File: config.mk
export PLATFORM = sky130hd
export DESIGN_NAME = multi_tone_analyzer_flat
export DESIGN_NICKNAME = d
export VERILOG_FILES = /design/src/rtl/multi_tone_analyzer_pkg.sv /design/src/rtl/multi_tone_analyzer_if.sv /design/src/rtl/multi_tone_analyzer_tone_matcher.sv /design/src/rtl/multi_tone_analyzer.sv /design/src/flat_wrapper.sv
export SDC_FILE = /design/constraint.sdc
export NUM_CORES = 1
export LEC_CHECK = 0
export ABC_AREA = 1
export BUFFER_PORTS_ARGS = -buffer_cell sky130_fd_sc_hd__buf_4
export CORE_MARGIN = 1.5
export CORE_UTILIZATION = 30
export DETAILED_ROUTE_END_ITERATION = 8
export PLACE_DENSITY_LB_ADDON = 0.15
export SYNTH_ARGS = -nofsm -noshare
export SYNTH_HDL_FRONTEND = slang
export SYNTH_HIERARCHICAL = 1
export SYNTH_SLANG_ARGS = --single-unit
export TNS_END_PERCENT = 10
File: constraint.sdc
create_clock -name clock -period 7.7 [get_ports clock]
set_input_delay 1.54 -clock clock [delete_from_list [all_inputs] [get_ports clock]]
set_output_delay 1.54 -clock clock [all_outputs]
set_load 0.1 [all_outputs]
File: src/rtl/multi_tone_analyzer_pkg.sv
// Shared FSM encoding and limits for the multi-tone analyzer.
package freq_analyzer_pkg;

  localparam int MAX_TONES = 8;
  localparam int DOM_W     = 3;

  typedef enum logic [1:0] {
    ST_IDLE    = 2'd0,
    ST_ARM     = 2'd1,
    ST_MEASURE = 2'd2
  } state_t;

endpackage

File: src/rtl/multi_tone_analyzer_if.sv
// Result bundle of the multi-tone analyzer; master = analyzer, slave = consumer.
interface multi_tone_analyzer_if #(
  parameter int NUM_TONES = 2,
  parameter int ACC_W     = 32
);
  import freq_analyzer_pkg::*;

  logic [NUM_TONES*ACC_W-1:0] result_ticks;
  logic [ACC_W-1:0]           result_miss;
  logic [DOM_W-1:0]           result_dom;
  logic                       result_dom_vld;
  logic                       result_valid;
  logic                       result_ready;
  logic                       result_overrun;

  modport master (
    output result_ticks,
    output result_miss,
    output result_dom,
    output result_dom_vld,
    output result_valid,
    output result_overrun,
    input  result_ready
  );

  modport slave (
    input  result_ticks,
    input  result_miss,
    input  result_dom,
    input  result_dom_vld,
    input  result_valid,
    input  result_overrun,
    output result_ready
  );

endinterface

File: src/rtl/multi_tone_analyzer_tone_matcher.sv
// One tone bin: matches when |H - T| <= T >> TOL_SHIFT; a zero target or saturated H never match.
module tone_matcher #(
  parameter int CNT_W     = 16,
  parameter int TOL_SHIFT = 3
) (
  input  logic [CNT_W-1:0] half_period,
  input  logic [CNT_W-1:0] target,
  output logic             match
);

  logic [CNT_W-1:0] diff;
  logic [CNT_W-1:0] tol;

  always_comb begin
    diff  = (half_period >= target) ? (half_period - target) : (target - half_period);
    tol   = target >> TOL_SHIFT;
    match = (target != '0) && (half_period != '1) && (diff <= tol);
  end

endmodule

File: src/rtl/multi_tone_analyzer.sv
// Multi-tone analyzer: bins sample_data half-periods by target tone over fixed windows.
// Compile option MULTI_TONE_ANALYZER_SYNC_EN inserts a 2-FF synchronizer on sample_data.
module multi_tone_analyzer
  import freq_analyzer_pkg::*;
#(
  parameter int NUM_TONES    = 2,
  parameter int CNT_W        = 16,
  parameter int ACC_W        = 32,
  parameter int WINDOW_TICKS = 50000000,
  parameter int TOL_SHIFT    = 3
) (
  input  logic                       clock,
  input  logic                       clear,
  input  logic                       enable,
  input  logic                       sample_data,
  input  logic [NUM_TONES*CNT_W-1:0] cfg_half_period,
  multi_tone_analyzer_if.master      res
);

  localparam int               WIN_W    = (WINDOW_TICKS > 1) ? $clog2(WINDOW_TICKS) : 1;
  localparam int               SUM_W    = ((ACC_W > CNT_W) ? ACC_W : CNT_W) + 1;
  localparam logic [WIN_W-1:0] WIN_LAST = WIN_W'(WINDOW_TICKS - 1);
  localparam logic [WIN_W-1:0] WIN_ONE  = WIN_W'(1);
  localparam logic [CNT_W-1:0] HP_ONE   = CNT_W'(1);
  localparam logic [CNT_W-1:0] HP_MAX   = '1;
  localparam logic [ACC_W-1:0] ACC_MAX  = '1;

  state_t                     state_q, state_d;
  logic                       tone_edge;
  logic                       running;
  logic                       win_end;
  logic [WIN_W-1:0]           win_q;
  logic [CNT_W-1:0]           hp_q;
  logic [ACC_W-1:0]           acc_q   [NUM_TONES];
  logic [ACC_W-1:0]           acc_sum [NUM_TONES];
  logic [ACC_W-1:0]           miss_q, miss_sum;
  logic [NUM_TONES-1:0]       match_vec;
  logic                       found;
  logic [NUM_TONES*ACC_W-1:0] ticks_snap;
  logic [ACC_W-1:0]           dom_max;
  logic [DOM_W-1:0]           dom_idx;
  logic                       dom_any;

  logic [NUM_TONES*ACC_W-1:0] res_ticks_q;
  logic [ACC_W-1:0]           res_miss_q;
  logic [DOM_W-1:0]           res_dom_q;
  logic                       res_dom_vld_q;
  logic                       res_valid_q;
  logic                       res_overrun_q;

  function automatic logic [ACC_W-1:0] sat_add(input logic [ACC_W-1:0] a,
                                               input logic [CNT_W-1:0] b);
    logic [SUM_W-1:0] s;
    s = SUM_W'(a) + SUM_W'(b);
    if (s > SUM_W'(ACC_MAX)) return ACC_MAX;
    return s[ACC_W-1:0];
  endfunction

`ifdef MULTI_TONE_ANALYZER_SYNC_EN
  logic [2:0] sync_q;

  always_ff @(posedge clock) begin
    if (clear) sync_q <= '0;
    else       sync_q <= {sync_q[1:0], sample_data};
  end

  assign tone_edge = sync_q[2] ^ sync_q[1];
`else
  logic sample_q;

  always_ff @(posedge clock) begin
    if (clear) sample_q <= 1'b0;
    else       sample_q <= sample_data;
  end

  assign tone_edge = sample_data ^ sample_q;
`endif

  always_ff @(posedge clock) begin
    if (clear) state_q <= ST_IDLE;
    else       state_q <= state_d;
  end

  always_comb begin
    state_d = state_q;
    if (!enable) begin
      state_d = ST_IDLE;
    end else begin
      case (state_q)
        ST_IDLE:    state_d = ST_ARM;
        ST_ARM:     if (tone_edge) state_d = ST_MEASURE;
        ST_MEASURE: state_d = ST_MEASURE;
        default:    state_d = ST_IDLE;
      endcase
    end
  end

  assign running = enable && (state_q != ST_IDLE);
  assign win_end = running && (win_q == WIN_LAST);

  for (genvar g = 0; g < NUM_TONES; g++) begin : g_bin
    tone_matcher #(
      .CNT_W     (CNT_W),
      .TOL_SHIFT (TOL_SHIFT)
    ) u_match (
      .half_period (hp_q),
      .target      (cfg_half_period[g*CNT_W +: CNT_W]),
      .match       (match_vec[g])
    );
  end

  // Accumulator values including this cycle's edge, so a window-end edge lands in the snapshot.
  always_comb begin
    found    = 1'b0;
    acc_sum  = acc_q;
    miss_sum = miss_q;
    if (state_q == ST_MEASURE && tone_edge) begin
      for (int i = 0; i < NUM_TONES; i++) begin
        if (match_vec[i] && !found) begin
          acc_sum[i] = sat_add(acc_q[i], hp_q);
          found      = 1'b1;
        end
      end
      if (!found) miss_sum = sat_add(miss_q, hp_q);
    end
  end

  always_comb begin
    ticks_snap = '0;
    dom_idx    = '0;
    dom_max    = acc_sum[0];
    dom_any    = (acc_sum[0] != '0);
    for (int i = 0; i < NUM_TONES; i++) begin
      ticks_snap[i*ACC_W +: ACC_W] = acc_sum[i];
    end
    for (int i = 1; i < NUM_TONES; i++) begin
      if (acc_sum[i] > dom_max) begin
        dom_max = acc_sum[i];
        dom_idx = DOM_W'(i);
      end
      if (acc_sum[i] != '0) dom_any = 1'b1;
    end
  end

  always_ff @(posedge clock) begin
    if (clear) begin
      hp_q   <= '0;
      win_q  <= '0;
      miss_q <= '0;
      for (int i = 0; i < NUM_TONES; i++) acc_q[i] <= '0;
    end else if (!running) begin
      hp_q   <= '0;
      win_q  <= '0;
      miss_q <= '0;
      for (int i = 0; i < NUM_TONES; i++) acc_q[i] <= '0;
    end else begin
      if (tone_edge)
        hp_q <= HP_ONE;
      else if (state_q == ST_MEASURE && hp_q != HP_MAX)
        hp_q <= hp_q + HP_ONE;
      win_q  <= win_end ? '0 : (win_q + WIN_ONE);
      miss_q <= win_end ? '0 : miss_sum;
      for (int i = 0; i < NUM_TONES; i++) acc_q[i] <= win_end ? '0 : acc_sum[i];
    end
  end

  // A new snapshot replaces any pending result; overrun records whether one was lost.
  always_ff @(posedge clock) begin
    if (clear) begin
      res_ticks_q   <= '0;
      res_miss_q    <= '0;
      res_dom_q     <= '0;
      res_dom_vld_q <= 1'b0;
      res_valid_q   <= 1'b0;
      res_overrun_q <= 1'b0;
    end else if (win_end) begin
      res_ticks_q   <= ticks_snap;
      res_miss_q    <= miss_sum;
      res_dom_q     <= dom_idx;
      res_dom_vld_q <= dom_any;
      res_valid_q   <= 1'b1;
      res_overrun_q <= res_valid_q && !res.result_ready;
    end else if (res.result_ready) begin
      res_valid_q   <= 1'b0;
    end
  end

  assign res.result_ticks   = res_ticks_q;
  assign res.result_miss    = res_miss_q;
  assign res.result_dom     = res_dom_q;
  assign res.result_dom_vld = res_dom_vld_q;
  assign res.result_valid   = res_valid_q;
  assign res.result_overrun = res_overrun_q;

endmodule

File: src/flat_wrapper.sv
// flat-port wrapper written by rule: the top's interface ports become plain ports
module multi_tone_analyzer_flat import freq_analyzer_pkg::*;
#(
  parameter int NUM_TONES    = 2,
  parameter int CNT_W        = 16,
  parameter int ACC_W        = 32,
  parameter int WINDOW_TICKS = 50000000,
  parameter int TOL_SHIFT    = 3
)
  (clock, clear, enable, sample_data, cfg_half_period, res_result_ticks, res_result_miss, res_result_dom, res_result_dom_vld, res_result_valid, res_result_overrun, res_result_ready);
  multi_tone_analyzer_if #(.NUM_TONES(NUM_TONES), .ACC_W(ACC_W)) res_i ();
  input  logic clock;
  input  logic clear;
  input  logic enable;
  input  logic sample_data;
  input  logic [NUM_TONES*CNT_W-1:0] cfg_half_period;
  output wire logic [$bits(res_i.result_ticks)-1:0] res_result_ticks;
  output wire logic [$bits(res_i.result_miss)-1:0] res_result_miss;
  output wire logic [$bits(res_i.result_dom)-1:0] res_result_dom;
  output wire logic [$bits(res_i.result_dom_vld)-1:0] res_result_dom_vld;
  output wire logic [$bits(res_i.result_valid)-1:0] res_result_valid;
  output wire logic [$bits(res_i.result_overrun)-1:0] res_result_overrun;
  input wire logic [$bits(res_i.result_ready)-1:0] res_result_ready;
  assign res_result_ticks = res_i.result_ticks;
  assign res_result_miss = res_i.result_miss;
  assign res_result_dom = res_i.result_dom;
  assign res_result_dom_vld = res_i.result_dom_vld;
  assign res_result_valid = res_i.result_valid;
  assign res_result_overrun = res_i.result_overrun;
  assign res_i.result_ready = res_result_ready;
  multi_tone_analyzer #(.NUM_TONES(NUM_TONES), .CNT_W(CNT_W), .ACC_W(ACC_W), .WINDOW_TICKS(WINDOW_TICKS), .TOL_SHIFT(TOL_SHIFT)) u_core (.clock(clock), .clear(clear), .enable(enable), .sample_data(sample_data), .cfg_half_period(cfg_half_period), .res(res_i));
endmodule
==> Flow_metrics.wiki <==
{| class="wikitable"
! Metric !! Value
|-
| Register-to-register setup slack || 1.29 ns
|-
| Number of iterations in the first detailed-routing pass || 5
|-
| Path category of the worst min-delay check || reg2reg
|-
| Most common library cell in the layout ignoring fill and taps || sky130_fd_sc_hd__nand2_1
|-
| CTS hold repair buffers || 0
|-
| Remaining antenna violation count || 0
|-
| Number of vias in the routed layout || 19288
|-
| Endpoint kind of the worst setup timing path || register
|-
| DIE WIDTH || 258 um
|-
| Worst reg-to-reg path cell count || 40
|-
| Min Tclk post-route || 6.71 ns
|-
| Cell types with the largest area share after synthesis || sky130_fd_sc_hd__dfxtp_1 25%, sky130_fd_sc_hd__nand2_1 17%, sky130_fd_sc_hd__ha_1 11%
|-
| Die ar. || 66600 um2
|-
| Library cell with the largest summed area after synthesis || sky130_fd_sc_hd__dfxtp_1
|-
| Number of nets in the layout || 3462
|-
| Routed vias/inst || 4.68
|-
| Post-route clock skew || 0.0147 ns
|-
| Sum of routed wire length over all layers || 66400 um
|-
| Final-report setup violation count || 0
|-
| Synth-to-layout area growth || 14.7%
|-
| Share of synthesized area occupied by flip-flops and latches || 0.247
|-
| Mean area per synthesized cell || 6.25 um2
|-
| DRC violation total after the first TritonRoute iteration || 1195
|-
| Number of placed instances, taps included || 4071
|-
| Placed cell areas || 21400 um2
|-
| Global-route wire length before repair || 105000 um
|-
| Worst endpoint data arrival time || 7.14 ns
|-
| Hold violation count in the final report || 0
|-
| Post-cts repair resize count || 0
|-
| Relative slew slack || 0.308
|-
| Share of the cycle needed by the critical path after routing || 0.871
|-
| Final non-filler cell total || 4120
|-
| Layout cells sized above 1 || 0.102
|-
| CP max-delay cell || sky130_fd_sc_hd__fa_1
|-
| Startpoint of the lowest-slack register-to-register path || u_core/hp_q[10]
|-
| Number of antenna violations at the first check in global routing || 0
|-
| Num CTS Buffers || 27
|-
| Site row count || 93
|-
| F_max || 0.149 GHz
|-
| FF-to-FF End || u_core/res.result_dom[0]
|-
| Worst EP required || 8.13 ns
|-
| Maximum capacitance violations || 0
|-
| Xor/xnor cell area share of the yosys netlist || 0.0368
|-
| Critical Path Max Stage Delay || 0.45 ns
|-
| Number of synthesized register bits || 241
|-
| Via count of the first global-routing pass || 18416
|-
| Transition at the pin with the smallest max-transition slack || 1.03 ns
|-
| Setup TNS after final layout || 0 ns
|-
| Effective utilization at floorplan || 0.303
|-
| Power Density || 130 nW/um2
|-
| Crit-path max FO || 20
|-
| Synthesis warning total || 6
|-
| HPWL reported at the end of detailed placement || 52800 um
|-
| Area inside the core boundary || 64300 um2
|-
| H-tree depth || 1
|-
| Clk_lat worst skew || 0.57 ns
|-
| Share of cell area taken by muxes after synthesis || 0
|-
| Number of I/O pins || 139
|-
| Basic-gate share of the synthesized area counting and, or, nand and nor cells || 0.351
|-
| Post-synthesis instance area || 19500 um2
|-
| Synth Area in Compound Gates || 0.127
|-
| Count of buffers from port buffering || 136
|-
| Fin area || 22400 um2
|-
| Final antenna diode count || 0
|-
| Category of the worst setup path launch point || input port
|-
| Post-Route Utilization || 0.348
|-
| Clock-pin slew of the registers on the worst-case setup and hold paths || 0.07 ns
|-
| Leakage power figure || 11.2 nW
|-
| Final estimated routing congestion in global placement || 0.942
|-
| Global Route Usage Sum || 0.197
|-
| Number of enable-type register cells in the synthesized netlist || 0
|-
| TritonCTS sink count || 241
|-
| Smallest hold slack || 0.451 ns
|-
| DRC violation count after routing || 0
|-
| WL per Instance || 16.1 um
|-
| Combinational family with the most area after synthesis || simple AND/OR/NAND/NOR gates
|-
| Leading cell types in the layout, fill and taps excluded || 883 x sky130_fd_sc_hd__nand2_1, 476 x sky130_fd_sc_hd__inv_1, 319 x sky130_fd_sc_hd__nor2_1
|-
| Remaining global-route overflow || 0
|-
| Most frequent cell on the critical path || sky130_fd_sc_hd__nand2_1
|-
| Status || finished clean
|-
| TritonCTS clock tree || built
|-
| Fraction of synthesis flops using an asynchronous set or reset pin || 0
|-
| Maximum buffer depth of the clock tree || 3
|-
| Clock tree root driver cell || sky130_fd_sc_hd__clkbuf_16
|-
| Count of unique library cells instantiated by Yosys || 57
|-
| Category of the most critical setup path || in2reg
|-
| Worst IR Drop VDD || 0.000128 V
|-
| Largest net degree at the start of global routing || 73
|-
| Worst Setup EP || u_core/res.result_dom[0]
|-
| Unrepaired setup endpoints after global routing || no
|-
| Fin. max-slew vios || 0
|-
| Post-synth top area share || 0.247
|-
| Share of synthesized cell area in full adder, half adder and majority cells || 0.118
|-
| Number of buffers inserted to repair setup after CTS || 0
|-
| Synth Flop Type || sky130_fd_sc_hd__dfxtp_1
|-
| Worst setup startpoint || cfg_half_period[0]
|-
| Mapped Cells || 3122
|-
| Die Height || 258 um
|}
through the flow:
stage	power [mW]	setup slack (ns)
finish	2.91	0.993
global route	3.04	0.427
CTS	2.96	1.10
detailed placement	1.56	0.468
global placement	1.56	0.501
floorplan	1.47	1.62
logic make-up after synthesis:
group / count (synthesis)
AO/OA/AOI/OAI: 450
XOR/XNOR: 82
adder cells (fa/ha/maj): 180
buffers and inverters: 584
flip-flops: 241
other: 1
AND/OR/NAND/NOR: 1584
routing by layer:
| metal | vias to the layer above | global-route usage | share of wire |
|---|---|---|---|
| met5 | - | 0 | 0 |
| met4 | 0 | 0.0629 | 0.032 |
| met3 | 91 | 0.0201 | 0.039 |
| met2 | 361 | 0.328 | 0.46 |
| met1 | 8676 | 0.265 | 0.47 |
| li1 | 10160 | - | - |
power by group:
part           total, mW  switching, mW  internal (mW)
Sequential          1.25        0.00158           1.25
Clock               1.38          0.559          0.818
Combinational      0.282          0.186         0.0959
Total               2.91          0.747           2.16
area by class of cell:
| class | count | area (um2) |
|---|---|---|
| fill | 7182 | 42000 |
| clock buffer | 37 | 793 |
| clock inverter | 12 | 146 |
| inverter | 507 | 1910 |
| sequential | 241 | 4820 |
| timing repair buffer | 170 | 1280 |
| multi-input combinational | 2298 | 12400 |
| tap | 855 | 1070 |
worst min-delay path by stage:
stage                          from              end  slack (ns)  cells after the start
floorplan           u_core/win_q[0]  u_core/win_q[0]        0.42                      1
global placement    u_core/win_q[0]  u_core/win_q[0]        0.43                      1
detailed placement  u_core/win_q[0]  u_core/win_q[0]        0.44                      1
CTS                 u_core/win_q[0]  u_core/win_q[0]        0.45                      1
global route        u_core/win_q[0]  u_core/win_q[0]        0.48                      1
finish              u_core/win_q[0]  u_core/win_q[0]        0.45                      1
worst max-delay path, delay by kind of cell:
kind	cells	cell delay, ns
xor+xnor	1	0.11
compound gates	8	1.40
fa+ha+maj	4	1.18
simple gates	21	2.16
buf+inv	6	0.71
registers in the layout, indices dropped and copies added (netlist names):
name                       cells
u_core/win_q                  26
u_core/sample_q                1
u_core/state_q                 2
u_core/res.result_miss        32
u_core/hp_q                   16
u_core/acc_q                  64
u_core/res.result_ticks       64
u_core/res.result_dom_vld      1
u_core/res.result_valid        1
u_core/res.result_overrun      1
u_core/miss_q                 32
u_core/res.result_dom          1
cell usage after synthesis, drive strengths merged, types with 7 or more instances:
library cell and n:
buf 47, o21ai 160, a21oi 224, ha 173
o21bai 9, a21o 8, and2 8, or2 21
fa 7, nor3 49, clkbuf 30, o211ai 14
nor4 20, nor2 343, o22ai 15, xor2 41
nand4 53, xnor2 41, inv 503, nand3 175
dfxtp 241, nand2 903
(Power assumes the default switching activity.)
